[src/rtl/cdb_wb_arbiter.sv]
// cdb_wb_arbiter: three-way round-robin arbiter (ALU, LSU, BRU) feeding a single
// common data bus and register-file write port with a one-cycle registered broadcast.
// Optional build macro CDB_ARB_FIXED_PRIO_EN selects fixed priority ALU > LSU > BRU
// in place of round-robin; the default build (macro undefined) is round-robin.
module cdb_wb_arbiter #(
  parameter int TAG_W  = 4,
  parameter int REG_W  = 5,
  parameter int DATA_W = 32
) (
  input  logic                clk,
  input  logic                rst,
  input  logic                flush,
  input  logic [2:0]          req_valid,
  output logic [2:0]          req_ready,
  input  logic [3*TAG_W-1:0]  req_tag,
  input  logic [3*REG_W-1:0]  req_rd,
  input  logic [3*DATA_W-1:0] req_data,
  output logic                cdb_valid,
  output logic [TAG_W-1:0]    cdb_tag,
  output logic [REG_W-1:0]    cdb_rd,
  output logic [DATA_W-1:0]   cdb_data,
  output logic                rf_we,
  output logic [1:0]          cdb_src,
  output logic                err_tag0
);

  logic [1:0]        start_s;
  logic              hit_s;
  logic [1:0]        win_s;
  logic [2:0]        grant_s;
  logic [TAG_W-1:0]  sel_tag_s;
  logic [REG_W-1:0]  sel_rd_s;
  logic [DATA_W-1:0] sel_data_s;
  logic              tag_nz_s;

  // Search three requesters starting at 'start'; returns {hit, index}.
  function automatic logic [2:0] pick_first(input logic [2:0] v, input logic [1:0] start);
    logic [1:0] c;
    logic       found;
    logic [1:0] idx;
    c     = start;
    found = 1'b0;
    idx   = 2'd0;
    for (int k = 0; k < 3; k++) begin
      if (!found && v[c]) begin
        found = 1'b1;
        idx   = c;
      end
      c = (c == 2'd2) ? 2'd0 : c + 2'd1;
    end
    return {found, idx};
  endfunction

`ifdef CDB_ARB_FIXED_PRIO_EN
  // Fixed priority: the search always begins at the ALU.
  assign start_s = 2'd0;
`else
  logic [1:0] ptr_r;

  // Round-robin pointer: one past the last winner, back to 0 on flush.
  always_ff @(posedge clk or posedge rst) begin
    if (rst) begin
      ptr_r <= 2'd0;
    end else if (flush) begin
      ptr_r <= 2'd0;
    end else if (hit_s) begin
      case (win_s)
        2'd0:    ptr_r <= 2'd1;
        2'd1:    ptr_r <= 2'd2;
        2'd2:    ptr_r <= 2'd0;
        default: ptr_r <= 2'd0;
      endcase
    end
  end

  assign start_s = ptr_r;
`endif

  // Grant selection: nothing is accepted during reset or flush.
  always_comb begin
    hit_s   = 1'b0;
    win_s   = 2'd0;
    grant_s = 3'b000;
    if (rst || flush) begin
      hit_s   = 1'b0;
      win_s   = 2'd0;
      grant_s = 3'b000;
    end else begin
      {hit_s, win_s} = pick_first(req_valid, start_s);
      if (hit_s) begin
        grant_s = 3'b001 << win_s;
      end else begin
        grant_s = 3'b000;
      end
    end
  end

  assign req_ready = grant_s;

  // Payload mux for the winning requester.
  always_comb begin
    sel_tag_s  = {TAG_W{1'b0}};
    sel_rd_s   = {REG_W{1'b0}};
    sel_data_s = {DATA_W{1'b0}};
    case (win_s)
      2'd0: begin
        sel_tag_s  = req_tag[0 +: TAG_W];
        sel_rd_s   = req_rd[0 +: REG_W];
        sel_data_s = req_data[0 +: DATA_W];
      end
      2'd1: begin
        sel_tag_s  = req_tag[TAG_W +: TAG_W];
        sel_rd_s   = req_rd[REG_W +: REG_W];
        sel_data_s = req_data[DATA_W +: DATA_W];
      end
      2'd2: begin
        sel_tag_s  = req_tag[2*TAG_W +: TAG_W];
        sel_rd_s   = req_rd[2*REG_W +: REG_W];
        sel_data_s = req_data[2*DATA_W +: DATA_W];
      end
      default: begin
        sel_tag_s  = {TAG_W{1'b0}};
        sel_rd_s   = {REG_W{1'b0}};
        sel_data_s = {DATA_W{1'b0}};
      end
    endcase
  end

  assign tag_nz_s = (sel_tag_s != {TAG_W{1'b0}});

  // Broadcast register: a tagged transfer shows up for exactly one cycle; payload
  // holds between broadcasts; tag-0 transfers are swallowed and flagged.
  always_ff @(posedge clk or posedge rst) begin
    if (rst) begin
      cdb_valid <= 1'b0;
      rf_we     <= 1'b0;
      cdb_tag   <= {TAG_W{1'b0}};
      cdb_rd    <= {REG_W{1'b0}};
      cdb_data  <= {DATA_W{1'b0}};
      cdb_src   <= 2'd0;
      err_tag0  <= 1'b0;
    end else begin
      cdb_valid <= hit_s && tag_nz_s;
      rf_we     <= hit_s && tag_nz_s && (sel_rd_s != {REG_W{1'b0}});
      if (hit_s && tag_nz_s) begin
        cdb_tag  <= sel_tag_s;
        cdb_rd   <= sel_rd_s;
        cdb_data <= sel_data_s;
        cdb_src  <= win_s;
      end
      if (hit_s && !tag_nz_s) begin
        err_tag0 <= 1'b1;
      end
    end
  end

endmodule

[config.mk]
export PLATFORM = sky130hd
export DESIGN_NAME = cdb_wb_arbiter
export DESIGN_NICKNAME = d
export VERILOG_FILES = /design/src/rtl/cdb_wb_arbiter.sv
export SDC_FILE = /design/constraint.sdc
export NUM_CORES = 1
export LEC_CHECK = 0
export BUFFER_PORTS_ARGS = -buffer_cell sky130_fd_sc_hd__buf_2
export CAP_MARGIN = 20
export CORE_MARGIN = 5
export CORE_UTILIZATION = 46
export DETAILED_ROUTE_END_ITERATION = 12
export MAX_ROUTING_LAYER = met4
export PLACE_DENSITY = 0.86
export SKIP_LAST_GASP = 1
export SYNTH_ARGS = -nofsm -noshare
export SYNTH_HDL_FRONTEND = slang
export SYNTH_SLANG_ARGS = --single-unit
[constraint.sdc]
create_clock -name clk -period 5.4 [get_ports clk]
set_clock_uncertainty 0.2 [all_clocks]
set_input_delay 0.54 -clock clk [delete_from_list [all_inputs] [get_ports clk]]
set_output_delay 0.54 -clock clk [all_outputs]
set_load 0.03 [all_outputs]
# [Word level (Yosys, flattened, before mapping)]
# Index checks and enable logic that the tools add are counted.
[word_totals] out_inout_bits=49 regBits=48 inputBits=129
[op_classes] order_cmp=3 n_eq_ne=4 muxes=28 n_reduce_logical=13 shift=1 n_addsub=2
[op_table] op="case mux 32 bit (3 select lines)" count=1
[op_table] op="two-way mux 2 bit" count=9
[op_table] op="case mux 5 bit (3 select lines)" count=1
[op_table] op="case mux 4 bit (3 select lines)" count=1
[op_table] op="two-way mux 1 bit" count=10
[op_table] op="less-than comparator 2 x 3 -> 1 bit, second input constant" count=3
[op_table] op="binary-select mux 1 bit (select 2 bit)" count=3
[op_table] op="== test 2 bit, second input constant" count=3
[op_table] op="two-way mux 3 bit" count=2
[op_table] op="logical AND 1 bit" count=5
[op_table] op="nonzero test 5 bit" count=1
[op_table] op="adder 2 x 1 -> 2 bit, second input constant" count=2
[op_table] op="case mux 2 bit (2 select lines)" count=1
[op_table] op="nonzero test 4 bit" count=1
[op_table] op="logical NOT 1 bit" count=3
[op_table] op="<< shifter 1 x 2 -> 3 bit, first input constant" count=1
[op_table] op="== test 2 x 1 -> 1 bit, second input constant" count=1
[op_table] op="logical NOT 2 bit" count=1
[op_table] op="nonzero test 2 bit" count=1
[op_table] op="logical OR 1 bit" count=1

# [Depth between registers and ports, before layout]
[logic_depth] word_depth=18 mapped_depth=9

# [Least setup slack after synthesis]
# OpenSTA, ideal clock, no wires.
[synth_timing] path_type="input-to-reg" from="in req_tag[6]" to="reg cdb_data[11]" required_time_ns=5.072 path_slack_ns=2.755 setup_ns=0.128 stages=6 arrival_ns=2.317 cell_sequence="or4_1 > a222oi_1 > nand2b_1 > buf_6 > buf_6 > mux2_1"
[synth_between] elab_chain_cells=3
[synth_lines] item="start: declaration" line_no="15" text="input logic [3*TAG_W-1:0] req_tag,"
[synth_lines] item="case mux 4 bit (3 select lines)" line_no="105" text="case (win_s)"
[synth_lines] item="nonzero test 4 bit" line_no="129" text="assign tag_nz_s = (sel_tag_s != {TAG_W{1'b0}});"
[synth_lines] item="logical AND 1 bit" line_no="145" text="if (hit_s && tag_nz_s) begin"
[synth_lines] item="end signal: assignment" line_no="139" text="cdb_data <= {DATA_W{1'b0}};"
[synth_lines] item="end signal: assignment" line_no="148" text="cdb_data <= sel_data_s;"
[synth_lines] item="end: declaration" line_no="21" text="output logic [DATA_W-1:0] cdb_data,"
# No other way between the ends.
# A chain may end at the register's enable or synchronous reset.

# [Worst setup path in the final report]
[layout_timing] from="in rst" to="reg cdb_data[17]"
[layout_between] elab_chain_cells=6 elab_cells_between_ends=10 cone_classes="eq/ne (2); mux (4); reduce/logical (4)"
[layout_lines] item="start: declaration" line_no="11" text="input logic rst,"
[layout_lines] item="logical OR 1 bit *" line_no="84" text="if (rst || flush) begin"
[layout_lines] item="two-way mux 2 bit" line_no="84"
[layout_lines] item="== test 2 bit, or another cell as far along" line_no="105"
[layout_lines] item="case mux 4 bit (3 select lines)" line_no="105"
[layout_lines] item="nonzero test 4 bit" line_no="129"
[layout_lines] item="logical AND 1 bit" line_no="145"
# Every way passes the cells marked *; elsewhere a longest branch is shown, timed or not.

==> flow_metrics.env <==
export IMPL_finalPower_mw=1.14
export IMPL_cts_path_max_buffers=2
export IMPL_setup_slack_ns=1.38
export IMPL_cp_max_fo=45
export IMPL_fin_area_um2=3730
export IMPL_pwr_share_comb=0.387
export IMPL_hpwl_um=6280
export IMPL_initial_utilization=0.465
export IMPL_synth_nets=407
export IMPL_synth_top_cells_by_area="dfrtp_1 (44%), mux2_1 (15%), a22oi_1 (9.9%)"
export IMPL_overflow=0
export IMPL_n_antenna_cell=0
export IMPL_synth_seq_area_share=0.441
export IMPL_yosysUniqueCellTypes=36
export IMPL_irDropWorstVdd_mv=0.149
export IMPL_die_area_um2=7560
export IMPL_clkTransAtPathRegs_ns=0.08
export IMPL_antenna_found_initial=0
export IMPL_place_area_um2=3600
export IMPL_drt_iter0_drc=154
export IMPL_drive_above_1_share=0.433
export IMPL_netlist_instances=278
export IMPL_pre_cts_slack_ns=1.63
export IMPL_cts_sinks=48
export IMPL_status="completed"
export IMPL_max_slew_worst_pin_slew_ns=0.988
export IMPL_critPathKind="input pin to flop"
export IMPL_clock_fmax_mhz=249
export IMPL_final_setup_tns_ns=0
export IMPL_areaGrowthSynthToFinish_pct=36.9
export IMPL_start_kind="input pin"
export IMPL_switching_share=0.380
export IMPL_rows=28
export IMPL_final_nets=575
export IMPL_p_int_mw=0.705
export IMPL_tritoncts="done"
export IMPL_htreeDepth=2
export IMPL_crit_path_end_kind="flop"
export IMPL_ys_flop_type="dfrtp_1"
export IMPL_multi_input_area_um2=1380
export IMPL_synth_most_common_cell="nand2_1"
export IMPL_syn_avg_cell_area_um2=9.79
export IMPL_yosysWarnings=0
export IMPL_synth_top_area_cell="dfrtp_1"
export IMPL_setup_viol=0
export IMPL_grt_util_all_layers=0.219
export IMPL_synthTopCellsByCount="nand2_1 (68), dfrtp_1 (48), a22oi_1 (36), mux2_1 (36), clkbuf_1 (12)"
export IMPL_p_leak_nw=2.01
export IMPL_hold_class="flop to flop"
export IMPL_cts_root_buf="clkbuf_8"
export IMPL_clk_latency_ns=0.28
export IMPL_maxCapViolations=0
export IMPL_synth_top_area_frac=0.441
export IMPL_cts_inserted_buffers=5
export IMPL_syn_area_um2=2720
export IMPL_vias_per_cell=5.46
export IMPL_seqPwrFrac=0.419
export IMPL_synth_edf_count=0
export IMPL_die_w_um=86.9
export IMPL_num_vias=2843
export IMPL_async_reset_ff_frac=1.00
export IMPL_grt_pass1_wl_um=12900
export IMPL_hold_viol_final=0
export IMPL_grt_pass1_vias=2841
export IMPL_ant_nets=0
export IMPL_rsz0062_at_grt="false"
export IMPL_maxSlewHeadroom=0.341
export IMPL_gp_congestion=1.03
export IMPL_ys_seq_elements=48
export IMPL_ioPinCount=178
export IMPL_dr_pass1_iters=5
export IMPL_core_um2=5850
export IMPL_cts_resized=0
export IMPL_wl_per_cell_um=15.6
export IMPL_powerDensity_nw_per_um2=305
export IMPL_numPortBuffers=177
export IMPL_utilization=0.637
export IMPL_cp_arrival_ns=3.98
export IMPL_fillers=491
export IMPL_wirelength_um=8120
export IMPL_grt_max_degree=49
export IMPL_fin_crit_ns=4.02
export IMPL_slew_viol_final=0
export IMPL_fin_crit_sh=0.744
export IMPL_die_y_um=86.9
export IMPL_post_route_drc_count=0
export IMPL_p_sw_mw=0.432
export IMPL_seq_area_um2=1200
export IMPL_crit_required_ns=5.37
export IMPL_pwr_share_clk=0.194
-- metal layers --
metal | track usage | routed length [um] | up-vias
met2 | 0.393 | 4290 | 152
met1 | 0.254 | 3000 | 1325
met4 | 0.0552 | 81 | 0
met5 | - | 0 | -
li1 | - | - | 1354
met3 | 0.0360 | 744 | 12
-- through the flow --
step / hold slack (ns) / std cells
2_1_floorplan: 0.301 / 278
3_3_place_gp: 0.265 / 512
3_5_place_dp: 0.272 / 512
4_1_cts: 0.292 / 519
5_1_grt: 0.317 / 521
6_report: 0.285 / 521
-- sequential cells by signal, indices dropped and copies added (netlist names) --
| register | cells |
|---|---|
| cdb_tag | 4 |
| cdb_valid | 1 |
| cdb_rd | 5 |
| cdb_data | 32 |
| err_tag0 | 1 |
| ptr_r | 2 |
| rf_we | 1 |
| cdb_src | 2 |
-- worst max-delay path, cell delays in order --
cell	delay (ns)
dlygate4sd3_1	0.52
buf_2	0.14
nor2_1	0.55
o21ai_4	0.10
buf_4	0.30
a222oi_1	0.52
nand2b_2	0.89
mux2_1	0.39
-- cells in the final DEF (no fill, tap or decap), types with 2 or more instances in the layout --
cell type  synthesis  layout
a21o_1             4       4
a21oi_1            6       6
a22o_1             8       8
a22oi_1           36      36
and3_1             2       2
buf_2              1     177
buf_4              0       3
clkbuf_8           0       7
dfrtp_1           48      48
inv_1              3       2
inv_2              1       2
mux2_1            36      36
nand2_1           68      68
nand2b_1           3       2
nor2_1             3       3
o21ai_0            9       9
o21ai_1            6       5
o2bb2ai_1          2       2
o31a_1             2       2
o31ai_1            3       3
or4_1              4       4
-- path summary, 6_finish.rpt --
path / start / end / slack (ns) / cells after the start
max: rst / cdb_data[17] / 1.38 / 8
max in group asynchronous: rst / cdb_data[28] / 4.09 / 4
min: err_tag0 / err_tag0 / 0.29 / 1
max reg2reg: ptr_r[0] / cdb_data[17] / 2.02 / 7
min in group asynchronous: rst / cdb_tag[1] / 0.48 / 3
min reg2reg: err_tag0 / err_tag0 / 0.29 / 1
-- cell families after synthesis --
| kind of cell | Yosys count | synth area share |
|---|---|---|
| and+or+nand+nor | 85 | 0.134 |
| AOI/OAI and AO/OA | 84 | 0.221 |
| DFF | 48 | 0.441 |
| buffers and inverters | 25 | 0.0556 |
| muxes | 36 | 0.149 |
-- power by group through the flow --
stage | Sequential, mW | Combinational (mW) | Clock [mW]
3_5_place_dp | 0.485 | 0.441 | 0
4_1_cts | 0.478 | 0.442 | 0.230
2_1_floorplan | 0.633 | 0.129 | 0
6_report | 0.477 | 0.440 | 0.221
5_1_grt | 0.488 | 0.475 | 0.250
3_3_place_gp | 0.481 | 0.430 | 0
-- layout make-up --
| type | count | area share |
|---|---|---|
| Tap cell | 75 | 0.0252 |
| Multi-Input combinational cell | 205 | 0.371 |
| Sequential cell | 48 | 0.322 |
| Clock buffer | 7 | 0.0258 |
| Inverter | 4 | 0.00403 |
| Timing Repair Buffer | 182 | 0.252 |
-- what timing repair did --
item	CTS	global route
setup buffers	0	0
hold endpoints to repair	0	3
hold buffers	0	1
Note: power is estimated with default switching activity, not from simulation.
